File: src/rtl/regfile_sequencer.sv
// Multi-cycle FETCH/DECODE/EXECUTE/WRITEBACK controller for the 8-bit datapath:
// fetches 16-bit instructions, drives register-file addresses/strobe and the ALU op select.
//
// state     | meaning
// IDLE      | waiting for start
// FETCH     | instr_addr=PC, wait for instr_valid, latch IR
// DECODE    | register-file read addresses presented
// EXECUTE   | alu_op driven, ALU result and Z captured
// WRITEBACK | register write strobe, PC update
// HALTED    | HALT executed, left only by reset
module regfile_sequencer #(
  parameter int          PC_WIDTH = 8,
  parameter int unsigned RESET_PC = 0
) (
  input  logic                clk,
  input  logic                reset_n,
  input  logic                start,
  output logic [PC_WIDTH-1:0] instr_addr,
  input  logic [15:0]         instr_data,
  input  logic                instr_valid,
  output logic [2:0]          rf_read_address1,
  output logic [2:0]          rf_read_address2,
  output logic [2:0]          rf_write_address,
  output logic                rf_write_enable,
  output logic [7:0]          rf_write_data,
  output logic [2:0]          alu_op,
  input  logic [7:0]          alu_result,
  input  logic                alu_zero,
  output logic                busy,
  output logic                halted,
  output logic                illegal
);

  typedef enum logic [2:0] {
    S_IDLE, S_FETCH, S_DECODE, S_EXECUTE, S_WRITEBACK, S_HALTED
  } state_t;

  localparam logic [3:0] OP_ADD  = 4'h1;
  localparam logic [3:0] OP_XOR  = 4'h5;
  localparam logic [3:0] OP_MOV  = 4'h6;
  localparam logic [3:0] OP_LDI  = 4'h7;
  localparam logic [3:0] OP_JMP  = 4'h8;
  localparam logic [3:0] OP_JZ   = 4'h9;
  localparam logic [3:0] OP_HALT = 4'hF;

  state_t              state, state_nxt;
  logic [PC_WIDTH-1:0] pc, pc_nxt;
  logic [15:0]         ir;
  logic [7:0]          result_q;
  logic                z_q;
  logic                illegal_q;

  logic [3:0] opcode;
  logic [2:0] rd, rs1, rs2;
  logic [7:0] imm8;
  logic       is_arith, uses_alu, writes_rf, is_undef;
  logic [PC_WIDTH-1:0] jump_target;

  assign opcode      = ir[15:12];
  assign rd          = ir[11:9];
  assign rs1         = ir[8:6];
  assign rs2         = ir[5:3];
  assign imm8        = ir[7:0];
  assign is_arith    = (opcode >= OP_ADD) && (opcode <= OP_XOR);
  assign uses_alu    = (opcode >= OP_ADD) && (opcode <= OP_MOV);
  assign writes_rf   = (opcode >= OP_ADD) && (opcode <= OP_LDI);
  assign is_undef    = (opcode > OP_JZ) && (opcode != OP_HALT);
  assign jump_target = PC_WIDTH'(imm8);

  always_comb begin
    pc_nxt = pc + PC_WIDTH'(1);
    case (opcode)
      OP_JMP:  pc_nxt = jump_target;
      OP_JZ:   if (z_q) pc_nxt = jump_target;
      OP_HALT: pc_nxt = pc;
      default: ;
    endcase
  end

  always_ff @(posedge clk or negedge reset_n) begin
    if (!reset_n) state <= S_IDLE;
    else          state <= state_nxt;
  end

  always_ff @(posedge clk or negedge reset_n) begin
    if (!reset_n) begin
      pc        <= PC_WIDTH'(RESET_PC);
      ir        <= '0;
      result_q  <= '0;
      z_q       <= 1'b0;
      illegal_q <= 1'b0;
    end else begin
      if (state == S_FETCH && instr_valid) ir <= instr_data;
      if (state == S_EXECUTE) begin
        result_q <= alu_result;
        if (is_arith) z_q <= alu_zero;
        if (is_undef) illegal_q <= 1'b1;
      end
      if (state == S_WRITEBACK) pc <= pc_nxt;
    end
  end

  always_comb begin
    state_nxt = state;
    case (state)
      S_IDLE:      if (start) state_nxt = S_FETCH;
      S_FETCH:     if (instr_valid) state_nxt = S_DECODE;
      S_DECODE:    state_nxt = S_EXECUTE;
      S_EXECUTE:   state_nxt = S_WRITEBACK;
      S_WRITEBACK: state_nxt = (opcode == OP_HALT) ? S_HALTED : S_FETCH;
      S_HALTED:    state_nxt = S_HALTED;
      default:     state_nxt = S_IDLE;
    endcase
  end

  // Outputs decode from state and IR only, never from instr_data.
  always_comb begin
    instr_addr       = pc;
    rf_read_address1 = 3'd0;
    rf_read_address2 = 3'd0;
    rf_write_address = 3'd0;
    rf_write_enable  = 1'b0;
    rf_write_data    = 8'd0;
    alu_op           = 3'd0;
    busy             = 1'b0;
    halted           = 1'b0;
    case (state)
      S_FETCH: busy = 1'b1;
      S_DECODE: begin
        busy             = 1'b1;
        rf_read_address1 = rs1;
        rf_read_address2 = rs2;
      end
      S_EXECUTE: begin
        busy             = 1'b1;
        rf_read_address1 = rs1;
        rf_read_address2 = rs2;
        if (uses_alu) alu_op = 3'(opcode - OP_ADD);
      end
      S_WRITEBACK: begin
        busy             = 1'b1;
        rf_read_address1 = rs1;
        rf_read_address2 = rs2;
        rf_write_enable  = writes_rf;
        rf_write_address = rd;
        rf_write_data    = (opcode == OP_LDI) ? imm8 : result_q;
      end
      S_HALTED: halted = 1'b1;
      default: ;
    endcase
  end

  assign illegal = illegal_q;

endmodule
File: config.mk
export PLATFORM = sky130hd
export DESIGN_NAME = regfile_sequencer
export DESIGN_NICKNAME = d
export VERILOG_FILES = /design/src/rtl/regfile_sequencer.sv
export SDC_FILE = /design/constraint.sdc
export NUM_CORES = 1
export LEC_CHECK = 0
export CAP_MARGIN = 20
export CORE_UTILIZATION = 50
export CTS_CLUSTER_SIZE = 14
export DETAILED_ROUTE_END_ITERATION = 10
export GPL_TIMING_DRIVEN = 0
export PLACE_DENSITY = 0.85
export SLEW_MARGIN = 20
export SYNTH_ARGS = -nofsm -noshare
export SYNTH_HDL_FRONTEND = slang
export SYNTH_SLANG_ARGS = --single-unit
export TNS_END_PERCENT = 5
File: constraint.sdc
create_clock -name clk -period 4 [get_ports clk]
set_clock_uncertainty 0.1 [all_clocks]
set_input_delay 0.8 -clock clk [delete_from_list [all_inputs] [get_ports clk]]
set_output_delay 0.8 -clock clk [all_outputs]
set_load 0.02 [all_outputs]
==> qor.yml, run 1 <==
status:
  status: "finished clean"
sta:
  period_share_pct: 85.3
  setup_viol: 0
  fin_tns_setup_ns: 0
  setup_slack_ns: 0.587
  rsz0062_at_grt: "false"
  post-route-min-period_ns: 3.41
  hold_viol_final: 0
  max_clock_freq_mhz: 293
  worstMarginPinSlew_ns: 0.543
  maxSlewViolCount: 0
  slew_headroom_pct: 63.7
  whs_ns: 0.252
floorplan:
  rows: 22
  start_util_pct: 53.3
  core-area_um2: 3740
  die_w_um: 65.2
  chipHeight_um: 65.2
  dieArea_um2: 4250
  io_pins: 61
pwr:
  power_density_nw_per_um2: 748
  clock_power_share_pct: 14.1
  p_seq_share_pct: 34.2
  comb_power_share_pct: 51.8
  p_int_w: 0.00124
  switching_share_pct: 40.0
  ir_drop_uv: 442
  p_leak_nw: 1.17
  p_sw_w: 0.000830
cts:
  tritoncts: "yes"
  cts_resized: 0
  cts.reportedPaths.clkPinSlew_ns: 0.08
  post-cts-setup-buffers: 0
  cts-buffers-inserted: 5
  htree_levels: 2
  clock_sinks: 37
  clockBufferDepth: 2
  cts_root_buffer: "clkbuf_8"
  clock_latency_ns: 0.30
  hold_buffers: 0
min_path:
  hold_path.class: "primary input to async pin"
synth:
  synth_area_um2: 1990
  synth.ff_latch_count: 37
  ys_seq_area_share_pct: 46.4
  synthCells: 189
  synth_edf_count: 0
  synth_fp_nets: 223
  avgSynthCellArea_um2: 10.6
  synth.area.top_cells: "dfrtp_1, mux2_2, mux2i_1"
  synthFlopType: "dfrtp_1"
  netlist.area_leader.share_pct: 46.4
  synth-async-reset-ratio_pct: 100
  synth_cell_types: 39
  yosys_warnings: 0
  yosys.area.top_type: "dfrtp_1"
flow_run:
  max_cap_viol_count: 0
detailed_routing:
  vias: 1664
  vias_per_cell: 5.44
  drt_iter0_markers: 150
  wl_per_cell_um: 15.7
  drc: 0
  postRouteAntennaNets: 0
  totalWireLength_um: 4790
  dr.pass1.iters: 4
worst_setup_path:
  cp.depth: 6
  crit_family: "simple AND/OR/NAND/NOR gates"
  cp-end-kind: "primary output"
  crit_arrival_ns: 2.51
  cp_slowest_stage_delay_ns: 0.60
  path_cells: "inv_1, ha_1, nor3b_1, or4_4, nor2_1, clkdlybuf4s50_1"
  slowest_stage: "clkdlybuf4s50_1"
  cp_max_fo: 5
  rr_worst_depth: 7
  start_kind: "flip-flop"
  crit_type: "flip-flop to primary output"
  worstPathRequired_ns: 3.10
  worst-path-buf-inv: 2
global_routing:
  grt_start_max_net_pins: 30
  antenna_found_initial: 0
  grt_overflow: 0
  grt_pass1_wl_um: 7690
  grt_pass1_vias: 1573
  grt_use_total_pct: 24.9
placement:
  gp_congestion: 0.829
  port_buffers: 60
  dp_slack_ns: 0.925
  post-dp-hpwl_um: 3430
final_layout:
  finalNetCount: 291
  final_layout_size_suffix_gt1_share_pct: 17.4
  fin_util_pct: 74.0
  final_cell_mix: "clkdlybuf4s50_1, dfrtp_1, mux2_2"
  layout_commonest_cell: "clkdlybuf4s50_1"
  syn_to_final_growth_pct: 39.0
  num_antenna_cells: 0
logic make-up after synthesis:
kind of cell	synth area share, %
adder cells (fa/ha/maj)	3.14
AO/OA/AOI/OAI	10.2
buffers and inverters	4.83
flip-flops	46.4
multiplexers	17.5
AND/OR/NAND/NOR	17.0
XOR/XNOR	0.878
layer usage:
layer / GRT usage (%) / part of all wire, % / vias up
met5: 0 / 0 / -
met3: 6.94 / 4.8 / 8
li1: - / - / 807
met2: 39.6 / 48 / 57
met1: 32.2 / 45 / 792
met4: 9.51 / 2.0 / 0
final cells by class:
cell class | instances | area, um2
buffer | 9 | 55.1
clock buffer | 7 | 96.3
clock inverter | 1 | 5.00
fill | 292 | 972
inverter | 11 | 41.3
multi-input combinational | 132 | 972
sequential | 37 | 926
tap | 48 | 60.1
timing repair buffer | 61 | 616
cell usage after synthesis, types with 2 or more instances:
cell type / count
dfrtp_1: 37
mux2_2: 23
nor2_1: 20
inv_1: 11
a21oi_1: 9
mux2i_1: 9
nand2_1: 8
nor2b_1: 8
o21ai_0: 7
buf_2: 5
ha_1: 5
o22ai_1: 5
nand3_1: 4
a22oi_1: 3
a32oi_1: 3
and2_1: 3
nand2b_1: 3
nand3b_1: 3
buf_4: 2
xnor2_1: 2
worst paths after layout:
path                            startpoint       endpoint  slack [ns]
worst max-delay path                ir[12]      alu_op[2]        0.59
min in group clk                   illegal        illegal        0.39
worst min-delay path               reset_n  instr_addr[7]        0.25
max in group asynchronous          reset_n    result_q[5]        3.12
worst max register to register      ir[13]  instr_addr[5]        1.90
worst min register to register     illegal        illegal        0.39
worst reg2reg max path, delay by kind of cell (launching register included):
| kind | cells | cell delay (ns) |
|---|---|---|
| AO/OA/AOI/OAI | 2 | 0.34 |
| flip-flops | 1 | 0.42 |
| adder cells (fa/ha/maj) | 1 | 0.28 |
| multiplexers | 1 | 0.22 |
| AND/OR/NAND/NOR | 1 | 0.27 |
| buffers and inverters | 2 | 0.38 |
power by group through the flow:
| stage | combinational, W | clock [W] | sequential (W) |
|---|---|---|---|
| 5_1_grt | 0.00116 | 0.000316 | 0.000733 |
| 6_report | 0.00107 | 0.000291 | 0.000709 |
| 2_1_floorplan | 0.000676 | 0 | 0.000705 |
| 3_5_place_dp | 0.00106 | 0 | 0.000710 |
| 3_3_place_gp | 0.00103 | 0 | 0.000699 |
| 4_1_cts | 0.00108 | 0.000298 | 0.000708 |
sequential cells by signal, summed over array words and instances, names as in the netlist:
signal / flops
ir: 16
instr_addr: 8
result_q: 8
state: 3
illegal: 1
z_q: 1
per-stage QoR:
stage                     power (W)  std cells  cell area [um2]
after global routing        0.00221        306             2770
after detailed placement    0.00177        298             2670
after CTS                   0.00208        306             2770
final                       0.00207        306             2770
after floorplan             0.00138        189             1990
after global placement      0.00173        297             2660
Power figures use the tool's default switching activity.
==> run 2: changes to the inputs <==
Settings changed: CTS_CLUSTER_DIAMETER from default to 150.
==> results of run 2 <==
No change in the layout: final DEF, timing and power equal those of run 1.
